$ cat src/rtl/rl_fifo_pkg.sv
// rtl/rl_fifo_pkg.sv - shared widths, read-credit limit and prefetch operation encoding
package rl_fifo_pkg;

  // Outstanding reads plus held words may never exceed the prefetch depth.
  localparam int unsigned CREDIT_LIMIT = 2;

  typedef enum logic [1:0] {
    PF_IDLE = 2'b00,
    PF_PUSH = 2'b01,
    PF_POP  = 2'b10,
    PF_BOTH = 2'b11
  } pf_op_e;

  function automatic int unsigned ptr_width(input int unsigned abits);
    return abits + 1;
  endfunction

  function automatic int unsigned level_width(input int unsigned abits);
    return abits + 2;
  endfunction

endpackage

$ cat src/rtl/rl_fifo_prefetch.sv
// rtl/rl_fifo_prefetch.sv - 2-entry in-order register buffer feeding the pop stream
import rl_fifo_pkg::*;

module rl_fifo_prefetch #(
  parameter int unsigned DBITS = 32
) (
  input  logic             i_clk,
  input  logic             i_rst_n,
  input  logic             i_flush,
  input  logic             i_push,
  input  logic [DBITS-1:0] i_data,
  input  logic             i_pop,
  output logic [DBITS-1:0] o_data,
  output logic             o_valid,
  output logic [1:0]       o_count
);

  logic [DBITS-1:0] r_head;
  logic [DBITS-1:0] r_tail;
  logic [1:0]       r_count;
  pf_op_e           w_op;

  assign w_op    = pf_op_e'({i_pop, i_push});
  assign o_data  = r_head;
  assign o_valid = (r_count != 2'd0);
  assign o_count = r_count;

  // The head register always holds the oldest word so the output never depends on inputs.
  always_ff @(posedge i_clk or negedge i_rst_n) begin
    if (!i_rst_n) begin
      r_head  <= '0;
      r_tail  <= '0;
      r_count <= 2'd0;
    end else if (i_flush) begin
      r_count <= 2'd0;
    end else begin
      case (w_op)
        PF_PUSH: begin
          if (r_count == 2'd0) r_head <= i_data;
          else                 r_tail <= i_data;
          r_count <= r_count + 2'd1;
        end
        PF_POP: begin
          r_head  <= r_tail;
          r_count <= r_count - 2'd1;
        end
        PF_BOTH: begin
          if (r_count == 2'd1) begin
            r_head <= i_data;
          end else begin
            r_head <= r_tail;
            r_tail <= i_data;
          end
        end
        default: ;
      endcase
    end
  end

endmodule

$ cat src/rtl/rl_fifo_ram_ctrl.sv
// rtl/rl_fifo_ram_ctrl.sv - FIFO controller around an external 1R1W RAM with FWFT prefetch output
import rl_fifo_pkg::*;

module rl_fifo_ram_ctrl #(
  parameter int unsigned ABITS      = 10,
  parameter int unsigned DBITS      = 32,
  parameter int unsigned AFULL_THR  = (1 << ABITS) - 4,
  parameter int unsigned AEMPTY_THR = 4
) (
  input  logic                   rst_ni,
  input  logic                   clk_i,
  input  logic                   flush_i,
  input  logic [DBITS-1:0]       s_data_i,
  input  logic                   s_valid_i,
  output logic                   s_ready_o,
  output logic [DBITS-1:0]       m_data_o,
  output logic                   m_valid_o,
  input  logic                   m_ready_i,
  output logic [ABITS+1:0]       level_o,
  output logic                   afull_o,
  output logic                   aempty_o,
  output logic [ABITS-1:0]       ram_waddr_o,
  output logic [DBITS-1:0]       ram_din_o,
  output logic                   ram_we_o,
  output logic [(DBITS+7)/8-1:0] ram_be_o,
  output logic [ABITS-1:0]       ram_raddr_o,
  input  logic [DBITS-1:0]       ram_dout_i
);

  localparam int unsigned PW    = ptr_width(ABITS);
  localparam int unsigned LW    = level_width(ABITS);
  localparam int unsigned DEPTH = 1 << ABITS;

  logic [PW-1:0] r_wptr;
  logic [PW-1:0] r_rptr;
  logic          r_inflight;
  logic          r_afull;
  logic          r_aempty;

  logic [PW-1:0] w_ram_cnt;
  logic          w_ram_full;
  logic          w_ram_empty;
  logic          w_push;
  logic          w_pop;
  logic          w_rd_issue;
  logic [1:0]    w_pf_count;
  logic [2:0]    w_credits;
  logic [LW-1:0] w_level;
  logic [LW-1:0] w_level_nxt;

  assign w_ram_cnt   = r_wptr - r_rptr;
  assign w_ram_full  = (w_ram_cnt == PW'(DEPTH));
  assign w_ram_empty = (w_ram_cnt == '0);

  assign s_ready_o = !w_ram_full && !flush_i;
  assign w_push    = s_valid_i && s_ready_o;
  assign w_pop     = m_valid_o && m_ready_i && !flush_i;

  // Reads only target entries whose write edge has already passed, so no same-address collision.
  assign w_credits  = 3'(w_pf_count) + 3'(r_inflight) - 3'(w_pop);
  assign w_rd_issue = !w_ram_empty && !flush_i && (w_credits < 3'(CREDIT_LIMIT));

  assign w_level     = LW'(w_ram_cnt) + LW'(w_pf_count) + LW'(r_inflight);
  assign w_level_nxt = flush_i ? '0 : (w_level + LW'(w_push) - LW'(w_pop));

  // Write enable is also gated by reset so nothing reaches the RAM while rst_ni is low.
  assign ram_we_o    = w_push && rst_ni;
  assign ram_waddr_o = r_wptr[ABITS-1:0];
  assign ram_din_o   = s_data_i;
  assign ram_be_o    = '1;
  assign ram_raddr_o = r_rptr[ABITS-1:0];

  assign level_o  = w_level;
  assign afull_o  = r_afull;
  assign aempty_o = r_aempty;

  always_ff @(posedge clk_i or negedge rst_ni) begin
    if (!rst_ni) begin
      r_wptr     <= '0;
      r_rptr     <= '0;
      r_inflight <= 1'b0;
      r_afull    <= 1'b0;
      r_aempty   <= 1'b1;
    end else begin
      if (flush_i) begin
        r_wptr     <= '0;
        r_rptr     <= '0;
        r_inflight <= 1'b0;
      end else begin
        if (w_push)     r_wptr <= r_wptr + PW'(1);
        if (w_rd_issue) r_rptr <= r_rptr + PW'(1);
        r_inflight <= w_rd_issue;
      end
      r_afull  <= (w_level_nxt >= LW'(AFULL_THR));
      r_aempty <= (w_level_nxt <= LW'(AEMPTY_THR));
    end
  end

  rl_fifo_prefetch #(
    .DBITS (DBITS)
  ) u_prefetch (
    .i_clk   (clk_i),
    .i_rst_n (rst_ni),
    .i_flush (flush_i),
    .i_push  (r_inflight),
    .i_data  (ram_dout_i),
    .i_pop   (w_pop),
    .o_data  (m_data_o),
    .o_valid (m_valid_o),
    .o_count (w_pf_count)
  );

endmodule

$ cat config.mk
export PLATFORM = sky130hd
export DESIGN_NAME = rl_fifo_ram_ctrl
export DESIGN_NICKNAME = d
export VERILOG_FILES = /design/src/rtl/rl_fifo_pkg.sv /design/src/rtl/rl_fifo_prefetch.sv /design/src/rtl/rl_fifo_ram_ctrl.sv
export SDC_FILE = /design/constraint.sdc
export NUM_CORES = 1
export LEC_CHECK = 0
export ABC_CLOCK_PERIOD_IN_PS = 7300
export CORE_AREA = 2 2 149 93
export DETAILED_ROUTE_END_ITERATION = 6
export DIE_AREA = 0 0 151 95
export GPL_ROUTABILITY_DRIVEN = 0
export PLACE_DENSITY = 0.79
export SKIP_LAST_GASP = 1
export SYNTH_ARGS = -nofsm -noshare
export SYNTH_HDL_FRONTEND = slang
export SYNTH_HIERARCHICAL = 1
export SYNTH_SLANG_ARGS = --single-unit
$ cat constraint.sdc
create_clock -name clk_i -period 7.3 [get_ports clk_i]
set_clock_uncertainty 0.2 [all_clocks]
set_input_delay 1.825 -clock clk_i [delete_from_list [all_inputs] [get_ports clk_i]]
set_output_delay 1.825 -clock clk_i [all_outputs]
set_load 0.05 [all_outputs]
# --- After elaboration in Yosys (flattened, before gate mapping) ---
# Index checks and enable logic that the tools add are counted.
op_classes:
  reduce_logical: 20
  n_mul: 0
  div_mod_pow: 0
  addsub: 11
  shift: 0
  n_eq_ne: 8
  bitwise: 1
  n_lt_le_gt_ge: 3
  n_mux: 14
op_table:
  columns: ["operator", "count"]
  rows:
  - ["$mux 32", 4]
  - ["$pmux 32 s3", 1]
  - ["$pmux 32 s2", 1]
  - ["$mux 11", 4]
  - ["$add 12x1->12", 2]
  - ["$add 11x1->11 const B", 2]
  - ["$add 11x2->12", 1]
  - ["$ge 12x10->1 const B", 1]
  - ["$le 12x3->1 const B", 1]
  - ["$mux 12", 1]
  - ["$sub 12x1->12", 1]
  - ["$eq 11x11->1 const B", 1]
  - ["$logic_not 11->1", 1]
  - ["$sub 11x11->11", 1]
  - ["$reduce_bool 2->1", 4]
  - ["$logic_and 1x1->1", 7]
  - ["$reduce_bool 3->1", 2]
  - ["$eq 2x1->1 const B", 2]
  - ["$eq 2x2->1 const B", 2]
  - ["$ne 2x2->1 const B", 2]
  - ["$pmux 2 s2", 1]
  - ["$reduce_and 4->1", 1]
  - ["$add 2x1->3", 1]
  - ["$logic_not 1->1", 3]
  - ["10 further kinds", 10]
word_totals:
  memories: 0
  ramBits: 0
  latchBits: 0
  word_cells: 65
  inputBits: 69
  mem_bits_ro: 0
  ff_bits: 91

# --- Logic depth before layout (Yosys ltp) ---
# Gate-level depths: netlist of run 1.
logic_depth:
  word_depth: 9
  depth_mapped: 25
  ltp_nobuf: 25

# --- By module ---
# The synthesis of run 1 kept the hierarchy.
modules_own_cells:
  columns: ["module", "n_inst", "area_each_um2", "cells_per_inst"]
  rows:
  - ["rl_fifo_ram_ctrl", 1, 3130.5, 368]
  - ["rl_fifo_prefetch", 1, 3083.0, 192]

# --- Least setup slack after synthesis of run 1 ---
# Ideal clock, no wire load.
synth_path:
  path_kind: "flip-flop to output port"
  from: "register r_wptr[0]"
  to: "output level_o[11]"
  setup_slack_ns: 1.605
  t_required_ns: 5.275
  stages_incl_launch_ff: 11
  t_arrival_ns: 3.670
  n_path_buf: 0
  cell_sequence: "dfrtp_1 > inv_1 > ha_1 > fa_1 > and2b_2 > o211ai_4 > a21oi_4 > xnor2_1 > or4_4 > nor3_1 > nor3b_1"
synth_via:
  elab_chain_cells: 3
synth_lines:
  columns: ["element", "line_no", "rtl"]
  rows:
  - ["start, declared", "rl_fifo_ram_ctrl.sv:34", "logic [PW-1:0] r_wptr;"]
  - ["start signal, assigned", "rl_fifo_ram_ctrl.sv:90", "if (w_push) r_wptr <= r_wptr + PW'(1);"]
  - ["$sub 11x11->11", "rl_fifo_ram_ctrl.sv:51", "assign w_ram_cnt = r_wptr - r_rptr;"]
  - ["$add 11x2->12", "rl_fifo_ram_ctrl.sv:63", "assign w_level = LW'(w_ram_cnt) + LW'(w_pf_count) + LW'(r_inflight);"]
  - ["$add 12x1->12", "rl_fifo_ram_ctrl.sv:63", null]
  - ["end, declared", "rl_fifo_ram_ctrl.sv:19", "output logic [ABITS+1:0] level_o,"]
# No other way between the ends.

# --- Worst setup path after layout of run 1 ---
layout_path:
  from: "register r_wptr[0]"
  to: "output level_o[9]"
# The elaborated chain is that of the path after synthesis.

==> qor.txt, run 1 <==
Cells after synthesis: 560
Leakage: 3.129 nW
H-tree Lvls: 3
Critical path class: flip-flop to output port
Post-route ant nets: 0
Iteration count of the initial detailed-routing pass: 4
Post-synth EDFFs: 0
CTS resizes: 0
R2r endpoint: aempty_o$_DFF_PN1_
Met3 Routed Length: 717 microns
Via density: 5.264
Seq pwr share: 21.0%
Share of the synthesized area in the top cell type: 36.25%
Unrepaired setup endpoints after global routing: false
Worst R2R Setup Slack: 1.44 ns
Layout cell share with drive strength beyond 1: 21.82%
Core Util, Final: 56.10%
CTS tree: built
Cell taking the most area after synthesis: dfrtp_1
Final Cell Area: 7366 sq um
Met2 routed WL: 6368 microns
Final-report setup violation count: 0
Critical path capture point type: output port
CTS Buf Count: 9
Starting Density: 47.32%
Number of diodes: 0
Die Y: 95 microns
Final Hold Fails: 0
Port buffer count: 105
Vias in the first global route: 4165
GRT Total Usage: 19.01%
Highest metal used: met4
Reg-to-reg startpoint: r_wptr[4]$_DFFE_PN0P_
Initial DRC count: 170
Largest cells by area after synthesis: dfrtp_1 (36%), mux2_2 (11%), mux2_4 (7.7%), buf_4 (7.2%), ha_1 (5.6%)
PD cells: 540.9 nW/um^2
Rel. slew slack: 24.04%
Hold buffers post-CTS: 0
Final Cycle Share: 85.99%
Peak supply drop: 0.2356 mV
Num rows: 33
Worst reg-to-reg path cell count: 23
Comb pwr share: 64.8%
Vias: 4153
I/O pins: 174
Switch share: 47.03%
Fraction of registers with async set/reset: 100.0%
Synthesized area per cell: 11.10 sq um
Arrival time of the worst setup path: 4.25 ns
Total chip power: 0.003984 W
CTS clk-pin slew, worst paths: 0.07 ns
CTS Buffer Depth: 2
Fin. max-slew vios: 0
Internal: 0.002111 W
Netlist cell types: 67
Root Driver: clkbuf_16
FF+latch count, synth: 91
Outcome: finished, final reports clean
HP Class: flip-flop to flip-flop
Net Switching: 0.001874 W
Post-DR wirelength/cell: 16.85 microns
Placement Cell Area: 6994 sq um
Primary FF master, synth: dfrtp_1
Critical Path Source: r_wptr[0]$_DFFE_PN0P_
Grt total ovfl: 0
CP Max Fanout: 6
Max_cap viols: 0
# clock sinks: 91
Setup_tns: 0 ns
Seq/Total Area, Yosys: 36.67%
# fillers: 1080
Nets: 711
Residual DRC: 0
Core ar.: 13130 sq um
Initial antenna violation count: 0
WL final: 13300 microns
First-pass GRT wire length: 21250 microns
Tmin final: 6.277 ns
Die area: 14350 sq um
Setup Buffers After CTS: 0
Synth Warn #: 6
Clock power share: 14.3%
Mapped Area: 6213 sq um
M1 WL: 6124 microns
Max Clk Rate: 0.1593 GHz
Crit path to: level_o[9]
Worst skew pair latency: 0.33 ns
DP HPWL: 9933 microns
Layout area overhead: 18.55%
Hold_ws: 0.2915 ns
Crit path required time: 5.28 ns
Slew @ Worst Pin: 1.139 ns
Crit start category: flip-flop
Largest net degree at the start of global routing: 72
Horiz. Die Dim: 151 microns
## synthesized netlist by cell type (3+ instances only)
master and instances:
a21o_1 4, a21oi_1 13, a31oi_1 3, and3_1 6, buf_2 6, buf_4 60, buf_6 4, clkbuf_1 3
dfrtp_1 90, fa_1 5, ha_1 28, inv_1 43, mux2_1 6, mux2_2 59, mux2_4 32, nand2_1 17
nand2b_1 4, nand3_1 6, nand3b_1 3, nand4_1 12, nor2_1 37, nor3_1 11, nor4_1 3, o21a_1 3
o21ai_0 5, o21bai_1 3, xnor2_1 26, xor2_1 22
## state kept, by name (all words and copies together), names as in the netlist
register            count
r_rptr                 11
u_prefetch/o_count      2
u_prefetch/o_data      32
r_wptr                 11
r_inflight              1
u_prefetch/r_tail      32
aempty_o                1
afull_o                 1
## worst max-delay path, cell delays in order, from the launching register on
cell             delay (ns)
dfrtp_1                0.46
inv_1                  0.09
ha_1                   0.23
fa_1                   0.44
and2b_2                0.28
o211ai_4               0.11
a32oi_1                0.24
xnor2_1                0.18
or4_4                  0.49
nor3_1                 0.26
xnor2_1                0.25
clkdlybuf4s50_1        0.88
## worst min-delay path by stage
| stage | startpoint | end | slack, ns | cells after the start |
|---|---|---|---|---|
| floorplan | u_prefetch/r_tail[27]$_DFFE_PN0P_ | u_prefetch/r_tail[27]$_DFFE_PN0P_ | 0.26 | 1 |
| global placement | u_prefetch/r_tail[28]$_DFFE_PN0P_ | u_prefetch/r_tail[28]$_DFFE_PN0P_ | 0.27 | 1 |
| detailed placement | u_prefetch/r_tail[28]$_DFFE_PN0P_ | u_prefetch/r_tail[28]$_DFFE_PN0P_ | 0.28 | 1 |
| CTS | u_prefetch/r_tail[27]$_DFFE_PN0P_ | u_prefetch/r_tail[27]$_DFFE_PN0P_ | 0.30 | 1 |
| global route | u_prefetch/r_tail[17]$_DFFE_PN0P_ | u_prefetch/r_tail[17]$_DFFE_PN0P_ | 0.31 | 1 |
| finish | u_prefetch/r_tail[28]$_DFFE_PN0P_ | u_prefetch/r_tail[28]$_DFFE_PN0P_ | 0.29 | 1 |
## area by class of cell
| type | count | area [sq um] | share of cell area [%] |
|---|---|---|---|
| clock buffer | 9 | 225.2 | 3.058 |
| clock inverter | 7 | 146.4 | 1.987 |
| tap | 175 | 219.0 | 2.973 |
| sequential | 91 | 2278 | 30.93 |
| multi-input combinational | 355 | 3261 | 44.27 |
| timing repair buffer | 108 | 1071 | 14.54 |
| inverter | 44 | 165.2 | 2.242 |
## power groups by stage
stage	combinational, W	clock, W	sequential, W
floorplan	0.00167	0	0.00114
global placement	0.00249	0	0.000821
detailed placement	0.00258	0	0.000845
CTS	0.00259	0.000585	0.000837
global route	0.00280	0.000611	0.000862
finish	0.00258	0.000569	0.000835
## layout by cell type (no fill, tap or decap), drive strengths merged, types with 5 or more instances in the layout
cell type / n
dfrtp: 90
mux2: 97
fa: 5
nand2: 17
clkdlybuf4s50: 104
nand4: 12
inv: 45
a21oi: 15
xor2: 22
o21ai: 6
nor3: 12
ha: 28
nor2: 38
xnor2: 28
nand3: 6
and3: 6
clkbuf: 9
## kinds of logic after synthesis
| group | Yosys count | share of synthesized area (%) |
|---|---|---|
| buffers and inverters | 117 | 11.30 |
| and+or+nand+nor | 115 | 9.786 |
| muxes | 98 | 19.67 |
| DFF | 91 | 36.67 |
| AOI/OAI and AO/OA | 55 | 7.974 |
| xor gates and xnor gates | 50 | 7.289 |
| adders and majority gates | 33 | 7.249 |
| other | 1 | 0.06035 |
## layer usage
| layer | GRT usage (%) | vias up |
|---|---|---|
| met2 | 30.53 | 105 |
| met4 | 4.283 | 0 |
| met5 | 0 | - |
| met3 | 5.121 | 11 |
| met1 | 25.86 | 2062 |
| li1 | - | 1975 |
## metrics by stage
step / instances / setup WS [ns]
global route: 789 / 0.7851
finish: 789 / 1.023
floorplan: 563 / 1.605
global placement: 773 / 1.426
CTS: 789 / 1.016
detailed placement: 773 / 1.213
Power figures use the tool's default switching activity.
==> run 2: changes to the inputs <==
--- a/config.mk
+++ b/config.mk
@@ -10,6 +10,7 @@
 export DETAILED_ROUTE_END_ITERATION = 6
 export DIE_AREA = 0 0 151 95
 export GPL_ROUTABILITY_DRIVEN = 0
+export GPL_TIMING_DRIVEN = 0
 export PLACE_DENSITY = 0.79
 export SKIP_LAST_GASP = 1
 export SYNTH_ARGS = -nofsm -noshare
==> run 2 against run 1 <==
  * Via count increased by 9.1%
  * Power increased by 0.48%
  * Final cell count increased by 13%
  * Sequential cell count unchanged
  * Clock power decreased by 11%
  * Utilization increased by 6.1 points
  * Global-route usage increased by 0.27 points
  * Sequential share of layout area decreased by 3.1 points
  * Largest cell class unchanged
==> qor.txt, run 2 (synthesized netlist as in run 1, its figures left out) <==
Outcome: finished, final reports clean (unchanged)
DP HPWL: 11220 microns (was 9933 microns)
Hold_ws: 0.2974 ns (was 0.2915 ns)
Arrival time of the worst setup path: 4.39 ns (was 4.25 ns)
Unrepaired setup endpoints after global routing: false (unchanged)
First-pass GRT wire length: 21990 microns (was 21250 microns)
Worst reg-to-reg path cell count: 23 (unchanged)
Iteration count of the initial detailed-routing pass: 4 (unchanged)
Max Clk Rate: 0.1558 GHz (was 0.1593 GHz)
Commonest non-fill, non-tap cell in the layout: clkdlybuf4s50_1 (unchanged)
Placed cell count: 876 (was 773)
Number of diodes: 0 (unchanged)
Fin. max-slew vios: 0 (unchanged)
CP Max Fanout: 6 (unchanged)
Tmin final: 6.418 ns (was 6.277 ns)
Hold path startpoint: u_prefetch/r_tail[27]$_DFFE_PN0P_ (was u_prefetch/r_tail[28]$_DFFE_PN0P_)
Die area: 14350 sq um (unchanged)
Initial DRC count: 228 (was 170)
Slew @ Worst Pin: 0.5940 ns (was 1.139 ns)
Rel. slew slack: 60.40% (was 24.04%)
Largest net degree at the start of global routing: 72 (unchanged)
Initial antenna violation count: 0 (unchanged)
Post-route ant nets: 0 (unchanged)
Num rows: 33 (unchanged)
Horiz. Die Dim: 151 microns (unchanged)
CTS tree: built (unchanged)
# fillers: 1036 (was 1080)
# clock sinks: 91 (unchanged)
Final Hold Fails: 0 (unchanged)
PD cells: 489.9 nW/um^2 (was 540.9 nW/um^2)
CTS Buf Count: 9 (unchanged)
Hold Path Depth: 1 (unchanged)
GRT Total Usage: 19.28% (was 19.01%)
CTS resizes: 0 (unchanged)
Nets: 814 (was 711)
Starting Density: 47.32% (unchanged)
Layout cell share with drive strength beyond 1: 28.17% (was 21.82%)
Layout area overhead: 31.53% (was 18.55%)
Post-DR wirelength/cell: 15.83 microns (was 16.85 microns)
Port buffer count: 137 (was 105)
Leakage: 3.582 nW (was 3.129 nW)
R2r endpoint: aempty_o$_DFF_PN1_ (unchanged)
CTS clk-pin slew, worst paths: 0.06 ns (was 0.07 ns)
Die Y: 95 microns (unchanged)
Worst skew pair latency: 0.33 ns (about the same)
Final-report setup violation count: 0 (unchanged)
Total chip power: 0.004004 W (was 0.003984 W)
Root Driver: clkbuf_16 (unchanged)
Hold buffers post-CTS: 0 (unchanged)
Core ar.: 13130 sq um (unchanged)
Critical path capture point type: output port (unchanged)
WL final: 14120 microns (was 13300 microns)
Critical path class: flip-flop to output port (unchanged)
HP Class: flip-flop to flip-flop (unchanged)
Vias: 4530 (was 4153)
CTS Buffer Depth: 2 (unchanged)
Via density: 5.078 (was 5.264)
Grt total ovfl: 0 (unchanged)
I/O pins: 174 (unchanged)
Vias in the first global route: 4558 (was 4165)
Residual DRC: 0 (unchanged)
Max_cap viols: 0 (unchanged)
Final Cycle Share: 87.92% (was 85.99%)
Setup Buffers After CTS: 0 (unchanged)
Commonest cells after routing, fill and taps aside: clkdlybuf4s50_1 (136), dfrtp_1 (90), buf_4 (61) (was clkdlybuf4s50_1 (104), dfrtp_1 (90), mux2_2 (59))
Crit path required time: 5.28 ns (about the same)
Reg-to-reg startpoint: r_wptr[4]$_DFFE_PN0P_ (unchanged)
Worst R2R Setup Slack: 1.34 ns (was 1.44 ns)
Non-Filler Instances: 892 (was 789)
Worst Hold Path EP: u_prefetch/r_tail[27]$_DFFE_PN0P_ (was u_prefetch/r_tail[28]$_DFFE_PN0P_)
H-tree Lvls: 3 (unchanged)
Peak supply drop: 0.2161 mV (was 0.2356 mV)
Crit start category: flip-flop (unchanged)
-- run 2: cell count changes in the layout (fill, tap and decap cells not counted) --
| cell | previous run | this run |
|---|---|---|
| bufinv_16 | 4 | 2 |
| clkbuf_1 | 0 | 3 |
| clkdlybuf4s50_1 | 104 | 136 |
| buf_16 | 0 | 1 |
| o2111ai_4 | 1 | 0 |
| o2111ai_2 | 0 | 1 |
| nor2_2 | 0 | 1 |
| buf_6 | 0 | 4 |
| nor2_4 | 1 | 0 |
| buf_4 | 4 | 61 |
| clkbuf_8 | 0 | 1 |
| clkinvlp_4 | 0 | 1 |
| buf_2 | 0 | 6 |
-- run 2: where the power goes --
| group | internal (W) | leakage [nW] | switching (W) |
|---|---|---|---|
| combinational | 0.00108 | 2.29 | 0.00159 |
| sequential | 0.000707 | 1.13 | 0.000116 |
| clock | 0.000312 | 0.160 | 0.000195 |
-- run 2: worst max-delay path by stage --
stage | to | from | slack, ns
floorplan | level_o[11] | r_wptr[0]$_DFFE_PN0P_ | 1.60
global placement | ram_we_o | rst_ni | -1.12
detailed placement | aempty_o$_DFF_PN1_ | flush_i | 0.65
CTS | s_ready_o | flush_i | 0.91
global route | aempty_o$_DFF_PN1_ | flush_i | 0.59
finish | level_o[8] | r_wptr[0]$_DFFE_PN0P_ | 0.88
-- run 2: final cells by class --
class                      count  area (sq um)  share of cell area, %
multi-input combinational    355          3244                  39.70
clock buffer                  10         239.0                  2.924
timing repair buffer         138          1396                  17.09
buffer                        73         536.8                  6.568
inverter                      44         165.2                  2.021
tap                          175         219.0                  2.679
clock inverter                 6         93.84                  1.148
sequential                    91          2278                  27.88
-- run 2: stage by stage --
step | TNS, ns | setup WS (ns) | util (%) | area, sq um
after floorplan | 0 | 1.605 | - | 6225
after global placement | -1.124 | -1.124 | 59.52 | 7815
after detailed placement | 0 | 0.6508 | 59.71 | 7840
after CTS | 0 | 0.9087 | 62.25 | 8173
after global routing | 0 | 0.5929 | 62.25 | 8173
final | 0 | 0.8818 | 62.25 | 8173
-- run 2: worst max-delay path, stage by stage, from the launching register on --
cell and delay, ns:
dfrtp_1 0.49, inv_1 0.08, ha_1 0.24, fa_1 0.47, inv_1 0.12, fa_1 0.25, nor4b_1 0.25, a41o_1 0.21
or4b_4 0.50, nand3b_1 0.19, xor2_1 0.37, clkdlybuf4s50_1 0.88
-- run 2: per-layer routing --
layer  vias up  global-route usage, %  share of wire, %  wire length (microns)
met1      2226                  26.83                46                   6563
met4         0                  2.882              0.20                     28
met2       128                  32.16                48                   6825
met3         2                  3.575               5.0                    701
met5         -                      0                 0                      0
li1       2174                      -                 -                      -
